==> config.mk <==
export PLATFORM = sky130hd
export DESIGN_NAME = counter_sequencer
export DESIGN_NICKNAME = d
export VERILOG_FILES = /design/src/rtl/lab3_pkg.sv /design/src/rtl/step_prescaler.sv /design/src/rtl/counter_sequencer.sv
export SDC_FILE = /design/constraint.sdc
export NUM_CORES = 1
export LEC_CHECK = 0
export BUFFER_PORTS_ARGS = -buffer_cell sky130_fd_sc_hd__buf_2
export CORE_MARGIN = 2
export CORE_UTILIZATION = 40
export CTS_BUF_LIST = sky130_fd_sc_hd__clkbuf_8 sky130_fd_sc_hd__clkbuf_16
export DETAILED_ROUTE_END_ITERATION = 8
export GPL_TIMING_DRIVEN = 0
export SLEW_MARGIN = 0
export SYNTH_ARGS = -nofsm -noshare
export SYNTH_HDL_FRONTEND = slang
export SYNTH_HIERARCHICAL = 1
export SYNTH_SLANG_ARGS = --single-unit
export TNS_END_PERCENT = 30
==> constraint.sdc <==
create_clock -name clk -period 4.3 [get_ports clk]
set_input_delay 0.86 -clock clk [delete_from_list [all_inputs] [get_ports clk]]
set_output_delay 0.86 -clock clk [all_outputs]
set_load 0.02 [all_outputs]
==> src/rtl/lab3_pkg.sv <==
// Shared definitions for the counter sequencer: FSM state encoding and default sizing.
package lab3_pkg;

  typedef enum logic [2:0] {
    IDLE  = 3'd0,
    CLEAR = 3'd1,
    RUN   = 3'd2,
    HOLD  = 3'd3,
    DONE  = 3'd4
  } seq_state_t;

  localparam int CNT_WIDTH = 4;
  localparam int CNT_DIV   = 5;
  localparam int CNT_STEPS = 15;

  // A 1-bit counter is still needed when DIV collapses to a single state.
  function automatic int presc_width(input int div);
    return (div > 1) ? $clog2(div) : 1;
  endfunction

endpackage

==> src/rtl/step_prescaler.sv <==
// Mod-DIV pacing counter: clr forces zero, hold freezes, tick flags the terminal count.
module step_prescaler
  import lab3_pkg::*;
#(
  parameter int DIV = CNT_DIV
) (
  input  logic clk,
  input  logic rst,
  input  logic clr,
  input  logic hold,
  output logic tick
);

  localparam int PW = presc_width(DIV);
  localparam logic [PW-1:0] LAST = PW'(DIV - 1);

  logic [PW-1:0] count;

  always_ff @(posedge clk or posedge rst) begin
    if (rst) begin
      count <= '0;
    end else if (clr) begin
      count <= '0;
    end else if (!hold) begin
      count <= (count == LAST) ? '0 : count + PW'(1);
    end
  end

  assign tick = (count == LAST);

endmodule

==> src/rtl/counter_sequencer.sv <==
// Command FSM driving a counter's clear/enable/direction, paced by step_prescaler.
module counter_sequencer
  import lab3_pkg::*;
#(
  parameter int WIDTH = CNT_WIDTH,
  parameter int DIV   = CNT_DIV,
  parameter int STEPS = CNT_STEPS
) (
  input  logic       clk,
  input  logic       rst,
  input  logic       start,
  input  logic       stop,
  input  logic       resume,
  input  logic       dir,
  input  logic       oneshot,
  output logic       cnt_clr,
  output logic       cnt_en,
  output logic       cnt_up,
  output logic       busy,
  output logic       done,
  output logic [2:0] state
);

  localparam logic [WIDTH-1:0] LAST_STEP = WIDTH'(STEPS - 1);

  seq_state_t       cur;
  seq_state_t       nxt;
  logic             mode_oneshot;
  logic [WIDTH-1:0] steps;
  logic             tick;
  logic             presc_hold;

  // Prescaler advances only in RUN cycles that are not being stopped or restarted,
  // so a tick suppressed by stop is still pending when RUN resumes.
  assign presc_hold = (cur != RUN) || stop;

  step_prescaler #(
    .DIV (DIV)
  ) u_presc (
    .clk  (clk),
    .rst  (rst),
    .clr  (start),
    .hold (presc_hold),
    .tick (tick)
  );

  always_ff @(posedge clk or posedge rst) begin
    if (rst) begin
      cur <= IDLE;
    end else begin
      cur <= nxt;
    end
  end

  always_comb begin
    nxt     = cur;
    cnt_clr = 1'b0;
    cnt_en  = 1'b0;
    busy    = 1'b0;

    cnt_clr = (cur == CLEAR);
    cnt_en  = (cur == RUN) && tick && !stop && !start;
    busy    = (cur == CLEAR) || (cur == RUN) || (cur == HOLD);

    if (start) begin
      nxt = CLEAR;
    end else begin
      unique case (cur)
        CLEAR: nxt = RUN;
        RUN: begin
          if (stop) begin
            nxt = HOLD;
          end else if (cnt_en && mode_oneshot && (steps == LAST_STEP)) begin
            nxt = DONE;
          end
        end
        HOLD: begin
          if (resume) begin
            nxt = RUN;
          end
        end
        default: nxt = cur;
      endcase
    end
  end

  // Mode latches and step count are captured when start is accepted; the count
  // parks at its last value instead of wrapping.
  always_ff @(posedge clk or posedge rst) begin
    if (rst) begin
      mode_oneshot <= 1'b0;
      cnt_up       <= 1'b0;
      steps        <= '0;
      done         <= 1'b0;
    end else begin
      done <= (nxt == DONE) && (cur != DONE);
      if (start) begin
        mode_oneshot <= oneshot;
        cnt_up       <= dir;
        steps        <= '0;
      end else if (cnt_en && mode_oneshot && (steps != LAST_STEP)) begin
        steps <= steps + WIDTH'(1);
      end
    end
  end

  assign state = cur;

endmodule

=== Yosys cells after proc, flatten, opt, wreduce, memory -nomap -nowiden ===
Cells that the tools add are included.
Widths: inputs -> output; s select.

* Word-level logic and storage cells: 41
* Input bits: 7
* Output and inout port bits: 8
* Register bits after elaboration: 13

* Add/subtract/negate cells: 2
* Reduce and logical (&&, ||, !) cells: 13
* Multiplexer cells: 10
* Equal/unequal tests: 10

{| class="wikitable"
|+ Operator list
! operator !! number
|-
| $mux 3 || 7
|-
| $pmux 3 s3 || 1
|-
| $mux 4 || 2
|-
| $logic_and 1x1->1 || 7
|-
| $eq 3x2->1 const B || 2
|-
| $eq 3x3->1 const B || 2
|-
| $add 4x1->4 const B || 1
|-
| $eq 4x4->1 const B || 1
|-
| $ne 4x4->1 const B || 1
|-
| $add 3x1->3 const B || 1
|-
| $eq 3x1->1 const B || 1
|-
| $logic_or 1x1->1 || 3
|-
| $ne 3x2->1 const B || 1
|-
| $ne 3x3->1 const B || 1
|-
| $logic_not 1->1 || 2
|-
| $ne 2x2->1 const B || 1
|-
| $reduce_bool 2->1 || 1
|}

=== Logic depth before layout (Yosys ltp) ===
* Word-level depth: 12
* Mapped depth: 7

=== By module ===
Netlist, hierarchy kept.

{| class="wikitable"
|+ Modules (own cells, without submodules)
! module !! area each (um2) !! cells each !! instances
|-
| counter_sequencer || 516.7 || 50 || 1
|-
| step_prescaler || 176.4 || 19 || 1
|}

=== Worst setup path after synthesis ===
No wires, ideal clock.

* Path kind: in2out
* Start point: input port start
* End point: output port cnt_en
* Required time: 3.440 ns
* Cell stages on the path: 3
* Arrival: 1.565 ns
* Path slack: 1.875 ns
* Cell sequence: clkbuf_1 > nor2b_1 > and2_1

* Cells in the longest elaborated chain, start to end: 2

{| class="wikitable"
|+ RTL lines
! item !! RTL line !! text
|-
| start, declared || counter_sequencer.sv:11 || <nowiki>input logic start,</nowiki>
|-
| $logic_not 1->1 || counter_sequencer.sv:62 || <nowiki>cnt_en = (cur == RUN) && tick && !stop && !start;</nowiki>
|-
| $logic_and 1x1->1 || counter_sequencer.sv:62 ||
|-
| end, declared || counter_sequencer.sv:17 || <nowiki>output logic cnt_en,</nowiki>
|}

No other way between the ends.

=== Final worst setup path ===
Ends and elaborated chain as after synthesis.

==> run metrics <==
Critical Path End cnt_en; Async SR Flop Fraction 100%; outcome finished, final reports clean; share of layout cells above drive strength 1 29.9%; Crit path required time 3.44 ns; CTS tree done; CTS resizes 0; Skew-Pair Late Insertion Delay 0.24 ns; Nets 99; Rel. slew slack 68.3%; Clock Path Buffers 2; Synth cell types 24; count leader, synth dfrtp_1; actual slew at the worst max-slew pin 0.475 ns; Die W 45.6 µm; GP Congestion 0.701; RSZ-0062 raised after global routing false; CP peak stage delay 0.39 ns; Initial Utilization 41.5%; Finish-stage setup viols 0; Critical Path AT 1.89 ns; TNS Setup 0 ns; Hold/Removal Path Class input port to asynchronous set/reset pin; Slew Viols, Final 0; worst vdd ir 317 µV; drc violations 0; Syn-to-layout area delta 19.9%; worst-case clock skew 0.00193 ns; clk root buf clkbuf_8; Die Footprint 2080 µm²; clk slew on worst S/H paths 0.05 ns; first-pass GRT wire length 1.91 mm; Mapped Area 693 µm²; Post-synth EDFFs 0; FILL cells 169; reg2reg start u_presc/count[0]; initial antenna violation count 0; Critical Path Slowest Stage Cell clkbuf_1; total number of yosys warnings 6; first-iteration detailed-routing DRC count 2; core box area 1670 µm²; r2r endpoint steps[3]; hpwl dp 980 µm; GRT Overall Usage 13.3%; Post-Syn Area per Cell 10.0 µm²; most numerous cell on the critical path buf_2; post-route minimum period 2.75 ns; Design Power 0.000264 W; # clock sinks 13; io pins 15; fin area 831 µm²; R2R depth 7; grt ovf 0; top post-synthesis cells by area dfrtp_1 (47%), ha_1 (7.2%), a21oi_1 (5.1%); FF+latch count, synth 13; CP Cell Sequence buf_2 -> clkbuf_1 -> nor2b_1 -> and2_1 -> buf_2; crit share post-route 64.1%; largest net degree at the start of global routing 11; hold_buf cts 0; WL final 1.26 mm; DR WL/cell 12.1 µm; beginning of the critical path start; maxcap violations 0; commonest cells in the netlist dfrtp_1 (13), inv_1 (8), nor2_1 (8), a21oi_1 (7), o21ai_0 (5); site row count 15; area share of the largest cell type after synthesis 46.9%; Post-Syn Nets 80; vias in the first global route 441; P_leak 0.394 nW; Worst setup EP type output pin; DRT antenna net count 0; Seq/Total Area, Yosys 46.9%; Die H 45.6 µm; cells after synthesis 69; FMAX 363 MHz; H-tree depth 1; largest area contributor in the synthesized netlist dfrtp_1; flop2flop setup slack 2.45 ns; Cell Area, Placed 785 µm²; TritonCTS Buffers 3; DR vias 528; via/cell ratio 5.08; cell area power density 318 nW/µm²; port bufs 14; Pre-antenna DRT Iters 4; final hold violations 0; critical path class input port to output pin; Synth Flop Type dfrtp_1; Startpoint Class input port; post-CTS setup buffer count 0; antenna cell count 0; peak fanout along the critical path 10
==> final cells by class <==
type	instances	area [µm²]	area share (%)
Buffer	1	3.75	0.452
Clock buffer	3	41.3	4.97
Clock inverter	1	5.00	0.602
Inverter	8	30.0	3.61
Multi-Input combinational cell	47	334	40.2
Sequential cell	13	325	39.2
Tap cell	17	21.3	2.56
Timing Repair Buffer	14	70.1	8.43
==> cells by family (layout without fill, tap and decap cells) <==
kind of cell	Yosys count	in the layout	synth area share, %
AOI/OAI and AO/OA	15	15	12.6
xor gates and xnor gates	1	1	1.26
adders and majority gates	4	4	7.22
buffers and inverters	9	27	4.87
DFF	13	13	46.9
muxes	2	2	3.25
and+or+nand+nor	25	25	23.8
==> worst min-delay path by stage <==
| stage | start | endpoint | slack (ns) | depth (start not counted) |
|---|---|---|---|---|
| after floorplan | u_presc/count[1] | u_presc/count[1] | 0.51 | 2 |
| after global placement | cnt_up | cnt_up | 0.49 | 1 |
| after detailed placement | cnt_up | cnt_up | 0.50 | 1 |
| after CTS | rst | u_presc/count[1] | 0.48 | 2 |
| after global routing | rst | u_presc/count[1] | 0.48 | 2 |
| final | rst | u_presc/count[1] | 0.48 | 2 |
==> power breakdown <==
part / internal [W] / switching [W]
Combinational: 0.0000111 / 0.0000164
Sequential: 0.000126 / 0.00000484
Clock: 0.0000639 / 0.0000417
Total: 0.000201 / 0.0000629
==> layer usage <==
layer  vias to the layer above  global-route usage [%]  wire, µm
met2                        15                    24.5       661
met4                         0                    1.76         9
met1                       241                    14.0       521
li1                        270                       -         -
met5                         -                       0         0
met3                         2                    5.95        70
==> worst max-delay path, delay by kind of cell <==
kind / cells / cell delay, ns
buffers and inverters: 3 / 0.65
and+or+nand+nor: 2 / 0.38
==> layout by cell type, fill, tap and decap left out <==
cell       n
a21oi_1    7
or3b_2     1
clkinv_2   1
clkbuf_8   3
and2_1     1
nand2b_1   1
dfrtp_1   13
nand3_1    3
a211oi_1   1
nand4_4    1
mux2_2     2
nor2b_1    1
nor4b_4    1
and2_4     1
inv_1      8
o21ai_0    5
buf_2     14
or3b_1     1
nor2_1     8
o21ba_2    1
or2_2      1
clkbuf_1   1
nand2_1    3
or3_1      2
ha_1       4
a221o_1    1
xnor2_1    1
==> registers in the layout (all words and copies together) (netlist names) <==
| register | flops |
|---|---|
| cnt_up | 1 |
| steps | 4 |
| state | 3 |
| done | 1 |
| u_presc/count | 3 |
| mode_oneshot | 1 |
==> per-stage QoR <==
stage | utilization [%] | instances | hold slack, ns | setup WS [ns]
global route | 49.7 | 104 | 0.478 | 1.46
detailed placement | 47.0 | 100 | 0.496 | 1.53
global placement | 47.0 | 100 | 0.488 | 1.53
finish | 49.7 | 104 | 0.482 | 1.55
CTS | 49.7 | 104 | 0.480 | 1.54
floorplan | - | 69 | 0.512 | 1.87
Power figures use the tool's default switching activity.
